===== src/rtl/init_operation_cont_ld.sv =====
// Control core for the agricultural automation chain: init sequencer, reservoir level
// sequencer and a 4-bit loadable down-counter sharing one clock and reset.
module init_operation_cont_ld (
  input  logic       Ck,
  input  logic       Clr,
  input  logic       Start,
  input  logic       I1,
  input  logic       I2,
  input  logic       I3,
  input  logic       I4,
  input  logic       I5,
  input  logic       I6,
  input  logic       I7,
  input  logic       O6,
  input  logic       CE,
  input  logic       Ld,
  input  logic [3:0] I,
  output logic       O1,
  output logic       O2,
  output logic       O3,
  output logic       O4,
  output logic       H1,
  output logic       O7,
  output logic       O8,
  output logic       O9,
  output logic [3:0] Q,
  output logic       RC
);

  localparam int unsigned CNT_W  = 4;
  localparam int unsigned STEP_W = 4;

  typedef enum logic [2:0] {
    INIT_IDLE,
    INIT_W1,
    INIT_W2,
    INIT_W3,
    INIT_W4,
    INIT_DONE
  } init_state_t;

  typedef enum logic [1:0] {
    LVL_OFF,
    LVL_FILL,
    LVL_FULL,
    LVL_FAULT
  } lvl_state_t;

  init_state_t        init_state;
  init_state_t        init_next;
  logic [STEP_W-1:0]  step_cmd_next;
  logic               ready_next;

  lvl_state_t         lvl_state;
  lvl_state_t         lvl_next;
  logic               lvl_en;
  logic               incons;
  logic               alarm_next;
  logic               full_next;
  logic               pump_next;

  logic [CNT_W-1:0]   cnt;

  // Init sequencer state register; actuator and ready flags registered from next state
  always_ff @(posedge Ck) begin
    if (Clr) begin
      init_state          <= INIT_IDLE;
      {O1, O2, O3, O4}    <= '0;
      H1                  <= 1'b0;
    end else begin
      init_state          <= init_next;
      {O1, O2, O3, O4}    <= step_cmd_next;
      H1                  <= ready_next;
    end
  end

  // Init next-state and cumulative actuator decode
  always_comb begin
    init_next     = init_state;
    step_cmd_next = '0;
    ready_next    = 1'b0;
    case (init_state)
      INIT_IDLE: if (Start) init_next = INIT_W1;
      INIT_W1:   if (I1)    init_next = INIT_W2;
      INIT_W2:   if (I2)    init_next = INIT_W3;
      INIT_W3:   if (I3)    init_next = INIT_W4;
      INIT_W4:   if (I4)    init_next = INIT_DONE;
      INIT_DONE:            init_next = INIT_DONE;
      default:              init_next = INIT_IDLE;
    endcase
    case (init_next)
      INIT_W1:   step_cmd_next = STEP_W'(4'b1000);
      INIT_W2:   step_cmd_next = STEP_W'(4'b1100);
      INIT_W3:   step_cmd_next = STEP_W'(4'b1110);
      INIT_W4:   step_cmd_next = STEP_W'(4'b1111);
      INIT_DONE: begin
        step_cmd_next = STEP_W'(4'b1111);
        ready_next    = 1'b1;
      end
      default:   step_cmd_next = '0;
    endcase
  end

  assign lvl_en = H1 & O6;
  // Sensors must nest: high implies mid, mid implies low
  assign incons = (I5 & ~I6) | (I6 & ~I7);

  // Level sequencer state register with registered Moore outputs
  always_ff @(posedge Ck) begin
    if (Clr) begin
      lvl_state <= LVL_OFF;
      O7        <= 1'b0;
      O8        <= 1'b0;
      O9        <= 1'b0;
    end else begin
      lvl_state <= lvl_next;
      O7        <= alarm_next;
      O8        <= full_next;
      O9        <= pump_next;
    end
  end

  // Level next-state: disable beats fault, fault beats regulation
  always_comb begin
    lvl_next   = lvl_state;
    alarm_next = 1'b0;
    full_next  = 1'b0;
    pump_next  = 1'b0;
    if (!lvl_en) begin
      lvl_next = LVL_OFF;
    end else if (incons) begin
      lvl_next = LVL_FAULT;
    end else begin
      case (lvl_state)
        LVL_OFF:   lvl_next = I5 ? LVL_FULL : LVL_FILL;
        LVL_FILL:  if (I5)  lvl_next = LVL_FULL;
        LVL_FULL:  if (!I6) lvl_next = LVL_FILL;
        LVL_FAULT: lvl_next = LVL_OFF;
        default:   lvl_next = LVL_OFF;
      endcase
    end
    case (lvl_next)
      LVL_FILL:  pump_next  = 1'b1;
      LVL_FULL:  full_next  = 1'b1;
      LVL_FAULT: alarm_next = 1'b1;
      default:   ;
    endcase
  end

  // Loadable down-counter: load wins over decrement
  always_ff @(posedge Ck) begin
    if (Clr) begin
      cnt <= '0;
    end else if (Ld) begin
      cnt <= I;
    end else if (CE) begin
      cnt <= cnt - CNT_W'(1);
    end
  end

  assign Q  = cnt;
  assign RC = CE & (cnt == '0);

endmodule


===== config.mk =====
export PLATFORM = sky130hd
export DESIGN_NAME = init_operation_cont_ld
export DESIGN_NICKNAME = d
export VERILOG_FILES = /design/src/rtl/init_operation_cont_ld.sv
export SDC_FILE = /design/constraint.sdc
export NUM_CORES = 1
export LEC_CHECK = 0
export CORE_ASPECT_RATIO = 1.2
export CORE_MARGIN = 4
export CORE_UTILIZATION = 44
export DETAILED_ROUTE_END_ITERATION = 16
export GPL_TIMING_DRIVEN = 0
export PLACE_DENSITY = 0.87
export SLEW_MARGIN = 20
export SYNTH_ARGS = -nofsm -noshare
export SYNTH_HDL_FRONTEND = slang
export SYNTH_SLANG_ARGS = --single-unit
export TNS_END_PERCENT = 100

===== constraint.sdc =====
create_clock -name Ck -period 2.9 [get_ports Ck]
set_input_delay 0.435 -clock Ck [delete_from_list [all_inputs] [get_ports Ck]]
set_output_delay 0.435 -clock Ck [all_outputs]
set_load 0.03 [all_outputs]

==> Flow_metrics.wiki, run 1 <==
{| class="wikitable"
! Metric !! Value
|-
| Part of the power in combinational logic || approximately a quarter
|-
| Average wire per cell in the routed design || 12.63 µm
|-
| Core Rows || 16
|-
| Drt first-iter violations || 8
|-
| Worst reg2reg path endpoint || O3
|-
| Internal power of the cells || 0.3557 mW
|-
| Actual transition at the worst max-transition pin || 0.4294 ns
|-
| Worst min-delay path startpoint || I6
|-
| Critical path startpoint category || input port
|-
| Clk_lat worst skew || 0.28 ns
|-
| Setup-failing EPs final || 0
|-
| Maximum number of pins on one net before global-route repair || 11
|-
| Clk network pwr share || 25.0%
|-
| Effective utilization at floorplan || 45.99%
|-
| Most frequent cell on the critical path || clkdlybuf4s50_1
|-
| WS Path Type || in -> out
|-
| Number of fill cells || roughly 130
|-
| Post-Synth Adder-Cell Area || between 3 and 4%
|-
| Die H || 53.10 µm
|-
| Root Buffer || clkbuf_4
|-
| Register-to-Register Setup Slack || 1.54 ns
|-
| Die Footprint || approximately 2400 µm²
|-
| Worst-case clock skew || roughly 0.0036 ns
|-
| H-tree levels || 1
|-
| Switching share of power || between 20% and 30%
|-
| Kind of end point of the critical path || output port
|-
| Post-DP Area || roughly 1000 µm²
|-
| Via count of the first global-routing pass || 661
|-
| Number of buffers inserted during clock tree synthesis || 3
|-
| Area of the mapped netlist || 745.7 µm²
|-
| Slowest stage cell, crit path || clkdlybuf4s50_1
|-
| Compound-Gate Fraction of Synth Area || 21.98%
|-
| Warning count from the yosys run || 0
|-
| Final-report max-slew violation count || 0
|-
| Hold Violations, Final || 0
|-
| Count of maximum capacitance violations || 0
|-
| Clock transition time at the flip-flop clock pins of the worst setup and hold paths || 0.09 ns
|-
| Vias after detailed routing || 682
|-
| Final Cell Area || 1075 µm²
|-
| Leak || 0.4054 nW
|-
| Layout overhead on the synthesized area || 44.13%
|-
| Total congestion overflow after global routing || 0
|-
| Switching power || 0.1368 mW
|-
| Via count normalized by instance count || 5.287
|-
| Post-Route WL || ~1600 µm
|-
| Arrival time of data at the critical path endpoint || 2.03 ns
|-
| Peak Freq || 405.6 MHz
|-
| Wire length of the first global-routing pass || 2642 µm
|-
| Multiplexer fraction of the synthesized cell area || 1.342%
|-
| Detailed placer's ending HPWL || 1310 µm
|-
| Drt first pass iters || 4
|-
| Class of the most critical hold timing path || in -> reg
|-
| Final Critical Period || 2.466 ns
|-
| Number of nets at the end of the flow || 131
|-
| Io pins || 30
|-
| Final period utilization || around 85%
|-
| Aggregate global-route resource usage || 14.76%
|-
| Unrepaired setup endpoints after global routing || false
|-
| Length in cells of the worst reg-to-reg path || 3
|-
| Delay of the slowest cell on the worst path || between 0.7 and 0.8 ns
|-
| Synthesis-stage register bit count || 17
|-
| Setup crit start || CE
|-
| Most used DFF post-synth || dfxtp_1
|-
| Count of flip-flops with a built-in enable after synthesis || 0
|-
| Post-Synth Simple-Gate Area || 20.47%
|-
| Result of the run || completed
|-
| Peak supply drop || 0.2620 mV
|-
| Xor/xnor cell area share of the yosys netlist || 3.523%
|-
| Area share of the leading cell type in the synthesized netlist || 45.64%
|-
| Post-detailed-route DRC marker count || 0
|-
| Crit Reg-Reg Startpoint || init_state[2]
|-
| Highest fanout seen on the critical path || 6
|-
| Die Width || 45.58 µm
|-
| # hold bufs at CTS || 0
|-
| Part of the total power dissipated in sequential elements || between 50% and 60%
|-
| IO buf count || 28
|-
| Number of distinct library cell variants in the gate-level netlist after synthesis || 34
|-
| Average cell area after synthesis || approximately 9.4 µm²
|-
| Clk buf depth || 2
|-
| Required time of the worst setup path || 2.47 ns
|-
| Buffer count from post-CTS setup fixing || 0
|-
| Cell type contributing the most total cell area after synthesis || dfxtp_1
|-
| Number of clock sinks || 17
|-
| Slew headroom || 71.24%
|-
| Terminating pin of the worst hold path || O7
|-
| Final ANT Viol Nets || 0
|-
| Cells along the critical path || clkdlybuf4s50_1 -> nor4bb_1 -> clkdlybuf4s50_1
|-
| Top library cells by usage in the layout, fill and taps aside || clkdlybuf4s50_1 (28), dfxtp_1 (17), nor2_1 (8)
|-
| CTS tree || yes
|-
| CTS-repair resized insts || 0
|-
| Final setup TNS || 0 ns
|-
| Share of flip-flops with an asynchronous set or reset after synthesis || 0%
|-
| Syn nets || 98
|-
| Fraction of layout instances using a drive strength above 1 || 7.207%
|-
| Final weighted congestion in routability-driven placement || 0.8059
|-
| Most common cell after layout, fill and taps aside || clkdlybuf4s50_1
|-
| Cell depth of the worst hold path || 3
|-
| # diodes || 0
|-
| Power per Cell Area || 458.3 nW/µm²
|-
| Synthesized instance count || between 70 and 80
|-
| Largest family of logic cells by synthesized area || compound AO/OA/AOI/OAI gates
|-
| Top area cells in the synthesized netlist || dfxtp_1 (46%), a211oi_1 (4.0%), nor2_1 (4.0%)
|-
| Fraction of the yosys area taken by sequential cells || 45.64%
|-
| Core Region || about 1600 µm²
|-
| Number of antenna violations at the first check in global routing || 0
|}
==> cells in the mapped netlist, types with 2 or more instances <==
cell type  count
a211oi_1       4
a21o_1         2
a21oi_1        5
a31oi_1        2
dfxtp_1       17
ha_1           2
inv_1          4
nand2_1        7
nor2_1         8
nor3_1         2
o211ai_1       2
xor2_1         2
==> power by group through the flow <==
stage / clock network (mW) / logic (mW) / registers, mW
6_report: 0.123 / 0.115 / 0.255
5_1_grt: 0.136 / 0.125 / 0.257
4_1_cts: 0.127 / 0.116 / 0.255
3_5_place_dp: 0 / 0.116 / 0.260
3_3_place_gp: 0 / 0.112 / 0.259
2_1_floorplan: 0 / 0.0463 / 0.276
==> sequential cells by signal, summed over array words and instances (netlist names) <==
name	cells
O9	1
O2	1
O7	1
O4	1
O8	1
Q	4
H1	1
init_state	3
O3	1
O1	1
lvl_state	2
==> cells by family after synthesis <==
logic type	after synthesis
AOI/OAI and AO/OA	22
xor gates and xnor gates	3
adders and majority gates	2
buffers and inverters	7
DFF	17
muxes	1
and+or+nand+nor	27
==> critical path, delay by kind of cell <==
kind	cells	cell delay, ns
and+or+nand+nor	1	0.28
buffers and inverters	2	1.31
==> cell type report <==
type | instances | area [µm²] | share of cell area (%)
inverters | 4 | 15.01 | 1.397
plain buffers | 3 | 12.51 | 1.164
flip-flops and latches | 17 | 340.3 | 31.66
clock buffers | 4 | 26.28 | 2.445
repair buffers | 28 | 280.3 | 26.08
multi-input cells | 55 | 377.9 | 35.16
well taps | 18 | 22.52 | 2.095
==> worst max path at each step <==
stage / to / slack, ns / cells past startpoint
2_1_floorplan: RC / 0.81 / 3
3_3_place_gp: RC / 0.52 / 3
3_5_place_dp: RC / 0.48 / 3
4_1_cts: RC / 0.48 / 3
5_1_grt: RC / 0.36 / 3
6_report: RC / 0.43 / 3
==> per-layer routing <==
layer / wire length, µm / global-route usage [%] / vias to the layer above
met5: 0 / 0 / -
met4: 31 / 7.805 / 0
li1: - / - / 348
met2: 837 / 25.12 / 19
met1: 666 / 16.26 / 310
met3: 94 / 3.741 / 5
==> through the flow <==
| stage | total power, mW | hold slack [ns] | worst slack (ns) | instances | util, % |
|---|---|---|---|---|---|
| 6_report | 0.4925 | 0.5189 | 0.4343 | 129 | 66.28 |
| 4_1_cts | 0.4974 | 0.5135 | 0.4808 | 129 | 66.28 |
| 3_3_place_gp | 0.3713 | 0.5390 | 0.5160 | 125 | 64.66 |
| 2_1_floorplan | 0.3222 | 0.5007 | 0.8061 | 79 | - |
| 3_5_place_dp | 0.3756 | 0.5556 | 0.4845 | 125 | 64.66 |
| 5_1_grt | 0.5180 | 0.5784 | 0.3639 | 129 | 66.28 |
Note: power is estimated with default switching activity, not from simulation.
==> inputs of run 2 (changes only) <==
--- a/config.mk
+++ b/config.mk
@@ -6,10 +6,9 @@
 export NUM_CORES = 1
 export LEC_CHECK = 0
 export CORE_ASPECT_RATIO = 1.2
-export CORE_MARGIN = 4
+export CORE_MARGIN = 2
 export CORE_UTILIZATION = 44
 export DETAILED_ROUTE_END_ITERATION = 16
-export GPL_TIMING_DRIVEN = 0
 export PLACE_DENSITY = 0.87
 export SLEW_MARGIN = 20
 export SYNTH_ARGS = -nofsm -noshare
==> run 2 against run 1 <==
  * Sequential share of layout area up 0.074 points
  * Combinational power is essentially flat
  * Clock power barely moved
  * Die area is 16% lower
  * Global-route usage grew 1.7 points
  * Final area shrank 0.23%
  * Final cell count shrank 1.6%
  * Critical endpoint unchanged
  * Largest power group unchanged
  * First-iteration DRC count is 13% lower
  * Via count is 1.9% lower
  * Sequential power about the same
  * Critical path type unchanged
  * Critical path depth unchanged
==> Flow_metrics.wiki, run 2 (same netlist as run 1, synthesis figures left out) <==
{| class="wikitable"
! Metric !! Value
|-
| Result of the run || completed
|-
| Final setup TNS || 0 ns (unchanged)
|-
| IO buf count || 29 (+3.6%)
|-
| Clock transition time at the flip-flop clock pins of the worst setup and hold paths || 0.09 ns (about the same)
|-
| Actual transition at the worst max-transition pin || 0.4967 ns (+0.06731 ns)
|-
| Final ANT Viol Nets || 0 (unchanged)
|-
| Die Width || 41.58 µm (-8.8%)
|-
| Vias after detailed routing || 669 (-1.9%)
|-
| Clk_lat worst skew || 0.27 ns (about the same)
|-
| # hold bufs at CTS || 0 (unchanged)
|-
| Aggregate global-route resource usage || 16.49% (+1.7 points)
|-
| Class of the most critical hold timing path || reg -> reg
|-
| Final Core Density || 66.13% (-0.15 points)
|-
| Final Critical Period || 2.433 ns (-0.03279 ns)
|-
| Final-report max-slew violation count || 0 (unchanged)
|-
| Register-to-Register Setup Slack || 1.53 ns (about the same)
|-
| Count of maximum capacitance violations || 0 (unchanged)
|-
| Highest fanout seen on the critical path || 6 (unchanged)
|-
| Clk buf depth || 2 (unchanged)
|-
| Slowest stage cell, crit path || clkdlybuf4s50_1
|-
| Post-detailed-route DRC marker count || 0 (unchanged)
|-
| Unrepaired setup endpoints after global routing || false
|-
| Slew headroom || 66.78% (-4.5 points)
|-
| Arrival time of data at the critical path endpoint || 2.00 ns (-0.03 ns)
|-
| Leak || 0.4016 nW (-0.93%)
|-
| H-tree levels || 1 (unchanged)
|-
| Via count of the first global-routing pass || 630 (-4.7%)
|-
| Number of buffers inserted during clock tree synthesis || 3 (unchanged)
|-
| Top library cells by usage in the layout, fill and taps aside || clkdlybuf4s50_1 (29), dfxtp_1 (17), nor2_1 (8)
|-
| CTS-repair resized insts || 0 (unchanged)
|-
| # diodes || 0 (unchanged)
|-
| Core Rows || 16 (unchanged)
|-
| WS Path Type || in -> out
|-
| Fraction of layout instances using a drive strength above 1 || 6.422% (-0.79 points)
|-
| Via count normalized by instance count || 5.268 (-0.36%)
|-
| Total congestion overflow after global routing || 0 (unchanged)
|-
| Buffer count from post-CTS setup fixing || 0 (unchanged)
|-
| Average wire per cell in the routed design || 12.20 µm (-3.4%)
|-
| Maximum number of pins on one net before global-route repair || 14 (+3)
|-
| Layout overhead on the synthesized area || 43.79%
|-
| Number of nets at the end of the flow || 129 (-1.5%)
|-
| Core Region || 1622 µm² (unchanged)
|-
| Number of clock sinks || 17 (unchanged)
|-
| Final period utilization || 83.89% (-1.1 points)
|-
| Die Footprint || 2041 µm² (-16%)
|-
| Drt first-iter violations || 7 (-1)
|-
| Number of flip-flops under the largest register name || 4 (unchanged)
|-
| Cells along the critical path || clkdlybuf4s50_1 -> nor4bb_1 -> clkdlybuf4s50_1
|-
| Io pins || 30 (unchanged)
|-
| Final weighted congestion in routability-driven placement || 0.8544 (+6.0%)
|-
| Drt first pass iters || 4 (unchanged)
|-
| Setup-failing EPs final || 0 (unchanged)
|-
| Delay of the slowest cell on the worst path || 0.73 ns (about the same)
|-
| Number of antenna violations at the first check in global routing || 0 (unchanged)
|-
| Family with the most delay on the worst path || buffers and inverters
|-
| Power per Cell Area || 455.7 nW/µm² (-0.55%)
|-
| Kind of end point of the critical path || output port
|-
| Post-Route WL || 1550 µm (-4.8%)
|-
| Wire length of the first global-routing pass || 2704 µm (+2.3%)
|-
| Required time of the worst setup path || 2.47 ns (about the same)
|-
| Number of buffers and inverters on the critical path || 2 (unchanged)
|-
| Hold Violations, Final || 0 (unchanged)
|-
| Critical path startpoint category || input port
|-
| Effective utilization at floorplan || 45.99% (unchanged)
|-
| Number of fill cells || 133 (-0.75%)
|-
| Most common cell after layout, fill and taps aside || clkdlybuf4s50_1
|-
| Peak Freq || 411.0 MHz (+1.3%)
|-
| Most frequent cell on the critical path || clkdlybuf4s50_1
|-
| Worst-case clock skew || 0.002752 ns (-0.0008794 ns)
|-
| CTS tree || yes
|-
| Die H || 49.10 µm (-7.5%)
|-
| Peak supply drop || 0.2679 mV (+2.3%)
|-
| Detailed placer's ending HPWL || 1197 µm (-8.6%)
|-
| Root Buffer || clkbuf_4
|}
run 2: cell count changes in the layout (fill, tap and decap cells not counted):
cell,before,now
buf_1,1,0
clkdlybuf4s50_1,28,29
buf_2,1,0
clkbuf_1,2,1
run 2: cell type report:
cell class	count	area, µm²	share of cell area [%]
sequential	17	340.3	31.74
clock buffer	4	26.28	2.450
multi-input combinational	55	377.9	35.24
tap	18	22.52	2.100
inverter	4	15.01	1.400
timing repair buffer	29	290.3	27.07
run 2: final timing paths:
check,endpoint,from,depth (start not counted)
setup reg to reg,O3,init_state[2],3
hold reg to reg,init_state[1],init_state[2],1
setup / recovery,RC,CE,3
hold / removal,init_state[1],init_state[2],1
run 2: per-stage QoR:
step | cell area, µm² | setup WS [ns] | hold WS [ns] | instances | total power [mW]
2_1_floorplan | 745.7 | 0.8061 | 0.5007 | 79 | 0.3222
3_3_place_gp | 1046 | 0.5360 | 0.5442 | 123 | 0.3717
3_5_place_dp | 1046 | 0.5018 | 0.5483 | 123 | 0.3745
4_1_cts | 1072 | 0.4984 | 0.5685 | 127 | 0.4952
5_1_grt | 1072 | 0.4517 | 0.6245 | 127 | 0.5192
6_report | 1072 | 0.4671 | 0.5596 | 127 | 0.4887
run 2: where the power goes:
part           internal, mW  leakage (nW)  switching, mW  total (mW)
Clock                0.0532        0.0150         0.0665       0.120
Sequential            0.245         0.139         0.0116       0.257
Combinational        0.0573         0.248         0.0550       0.112
run 2: layer usage:
metal / track usage, % / routed length [µm]
met1: 20.51 / 683
met2: 28.91 / 791
met3: 3.704 / 75
met4: 3.226 / 0
met5: 0 / 0
==> inputs of run 3 (changes only) <==
--- a/config.mk
+++ b/config.mk
@@ -7,9 +7,9 @@
 export LEC_CHECK = 0
 export CORE_ASPECT_RATIO = 1.2
 export CORE_MARGIN = 2
-export CORE_UTILIZATION = 44
+export CORE_UTILIZATION = 37
 export DETAILED_ROUTE_END_ITERATION = 16
-export PLACE_DENSITY = 0.87
+export PLACE_DENSITY = 0.79
 export SLEW_MARGIN = 20
 export SYNTH_ARGS = -nofsm -noshare
 export SYNTH_HDL_FRONTEND = slang
==> constraint.sdc (replaced) <==
create_clock -name Ck -period 2.1 [get_ports Ck]
set_input_delay 0.315 -clock Ck [delete_from_list [all_inputs] [get_ports Ck]]
set_output_delay 0.315 -clock Ck [all_outputs]
set_load 0.03 [all_outputs]
==> run 3 against run 2 <==
  * Wire length down 4.3%
  * Sequential share of layout area down 0.22 points
  * Clock skew down 0.0012 ns
  * Count of clock-buffer cells in the layout shrank 1
  * Hold slack improved by 0.0094 ns
  * Critical path type is now reg -> out
  * Clock power up 40%
  * Highest routed layer unchanged
  * Sequential power increased by 38%
  * Worst setup slack worse by 0.070 ns
  * Non-clock buffer count up 1
==> Flow_metrics.wiki, run 3 (same netlist as run 1, synthesis figures left out) <==
{| class="wikitable"
! Metric !! Value
|-
| Core Region || 1872 µm² (+15%)
|-
| Layout overhead on the synthesized area || 44.80%
|-
| Clk_lat worst skew || 0.28 ns (about the same)
|-
| Hold Violations, Final || 0 (unchanged)
|-
| Post-detailed-route DRC marker count || 0 (unchanged)
|-
| CTS tree || yes
|-
| Actual transition at the worst max-transition pin || 0.4453 ns (-0.05141 ns)
|-
| Top library cells by usage in the layout, fill and taps aside || clkdlybuf4s50_1 (28), dfxtp_1 (17), nor2_1 (8)
|-
| Detailed placer's ending HPWL || 1117 µm (-6.7%)
|-
| Slowest stage cell, crit path || clkdlybuf4s50_1
|-
| Power per Cell Area || 626.3 nW/µm² (+37%)
|-
| Io pins || 30 (unchanged)
|-
| Number of buffers inserted during clock tree synthesis || 3 (unchanged)
|-
| Leak || 0.4108 nW (+2.3%)
|-
| Class of the most critical hold timing path || reg -> reg
|-
| Fraction of layout instances using a drive strength above 1 || 9.091% (+2.7 points)
|-
| Setup-failing EPs final || 0 (unchanged)
|-
| IO buf count || 29 (unchanged)
|-
| Number of buffers and inverters on the critical path || 1 (-1)
|-
| Highest fanout seen on the critical path || 4 (-2)
|-
| Effective utilization at floorplan || 39.84% (-6.1 points)
|-
| # diodes || 0 (unchanged)
|-
| Post-DP Area || 1052 µm² (+0.60%)
|-
| Post-Route WL || 1483 µm (-4.3%)
|-
| Count of maximum capacitance violations || 0 (unchanged)
|-
| CTS-repair resized insts || 0 (unchanged)
|-
| Drt first pass iters || 3 (-1)
|-
| Clk buf depth || 2 (unchanged)
|-
| Die Footprint || 2392 µm² (+17%)
|-
| Peak Freq || 587.3 MHz
|-
| Final weighted congestion in routability-driven placement || 0.8162 (-4.5%)
|-
| Kind of end point of the critical path || output port
|-
| Number of cells on the critical path || 1 (-2)
|-
| Peak supply drop || 0.3707 mV (+38%)
|-
| Total power draw || 0.6763 mW (+38%)
|-
| Slew headroom || 70.18% (+3.4 points)
|-
| Delay of the slowest cell on the worst path || 0.70 ns (-0.03 ns)
|-
| Final period utilization || 81.08%
|-
| Maximum number of pins on one net before global-route repair || 13 (-1)
|-
| Final-report max-slew violation count || 0 (unchanged)
|-
| Average wire per cell in the routed design || 11.50 µm (-5.8%)
|-
| Via count normalized by instance count || 5.132 (-2.6%)
|-
| Worst-case clock skew || 0.001523 ns (-0.001229 ns)
|-
| Wire length of the first global-routing pass || 2435 µm (-9.9%)
|-
| Die H || 53.18 µm (+8.3%)
|-
| Critical path startpoint category || register
|-
| WS Path Type || reg -> out
|-
| Core Rows || 17 (+1)
|-
| Final Critical Period || around 1.7 ns
|-
| Final ANT Viol Nets || 0 (unchanged)
|-
| Length in cells of the worst reg-to-reg path || 3 (unchanged)
|-
| # hold bufs at CTS || 0 (unchanged)
|-
| Number of nets at the end of the flow || 130 (+0.78%)
|-
| Number of flip-flops under the largest register name || 4 (unchanged)
|-
| Final setup TNS || 0 ns (unchanged)
|-
| Most common cell after layout, fill and taps aside || clkdlybuf4s50_1
|-
| Total congestion overflow after global routing || 0 (unchanged)
|-
| Drt first-iter violations || 3 (-4)
|-
| Aggregate global-route resource usage || 13.83% (-2.7 points)
|-
| Vias after detailed routing || 662 (-1.0%)
|-
| Buffer count from post-CTS setup fixing || 0 (unchanged)
|-
| Family with the most delay on the worst path || buffers and inverters
|-
| Arrival time of data at the critical path endpoint || 1.39 ns (-0.61 ns)
|-
| Number of fill cells || 188 (+41%)
|-
| Clock transition time at the flip-flop clock pins of the worst setup and hold paths || 0.10 ns (about the same)
|-
| Final Cell Area || 1080 µm² (+0.70%)
|-
| H-tree levels || 1 (unchanged)
|-
| Root Buffer || clkbuf_4
|-
| Cell depth of the worst hold path || 1 (unchanged)
|-
| Cells along the critical path || clkdlybuf4s50_1
|-
| Number of clock sinks || 17 (unchanged)
|-
| Result of the run || completed
|-
| Number of antenna violations at the first check in global routing || 0 (unchanged)
|-
| Via count of the first global-routing pass || 572 (-9.2%)
|-
| Required time of the worst setup path || 1.78 ns (-0.69 ns)
|-
| Unrepaired setup endpoints after global routing || false
|-
| Die Width || 44.98 µm (+8.2%)
|}
==> run 3: changes by cell type in the layout (fill, tap and decap cells not counted), sizes merged <==
cell / previous run / this run
clkdlybuf4s50: 29 / 28
clkbuf: 4 / 3
buf: 0 / 2
clkinv: 0 / 1
==> run 3: final cells by class <==
class                   count  area (µm²)  area share (%)
well taps                  19       23.77           2.202
flip-flops and latches     17       340.3           31.52
multi-input cells          55       377.9           34.99
clock buffers               3       22.52           2.086
inverters                   4       15.01           1.390
repair buffers             30       295.3           27.35
clock inverters             1       5.005          0.4635
==> run 3: worst paths after layout <==
| kind | start | endpoint | slack [ns] |
|---|---|---|---|
| worst min register to register | init_state[2] | init_state[1] | 0.57 |
| worst min-delay path | init_state[2] | init_state[1] | 0.57 |
| worst max register to register | init_state[2] | O3 | 0.74 |
| worst max-delay path | Q[2] | Q[2] | 0.40 |
==> run 3: through the flow <==
stage / util [%] / std cells / setup slack [ns] / hold WS [ns]
after global placement: 56.22 / 125 / 0.4625 / 0.5447
after detailed placement: 56.22 / 125 / 0.4500 / 0.5533
after global routing: 57.69 / 129 / 0.3437 / 0.6014
after floorplan: - / 79 / 0.1261 / 0.3829
final: 57.69 / 129 / 0.3974 / 0.5690
after CTS: 57.69 / 129 / 0.3929 / 0.5750
==> run 3: routing by layer <==
layer  vias to the layer above  wire length (µm)  part of all wire (%)  track usage (%)
met2                        24               636                    43            20.95
met4                         0                 0                     0            5.882
li1                        346                 -                     -                -
met3                         0               101                   6.8            2.048
met1                       292               746                    50            19.17
met5                         -                 0                     0                0
==> run 3: worst reg2reg max path, cell delays in order, from the launching register on <==
cell and delay (ns):
dfxtp_1 0.45, and4bb_2 0.26, a31oi_1 0.36, a311oi_2 0.16
==> run 3: power by group <==
part	total, mW	internal, mW	switching [mW]
Clock	0.168	0.0706	0.0970
Combinational	0.154	0.0794	0.0748
Sequential	0.355	0.338	0.0162
Total	0.676	0.488	0.188
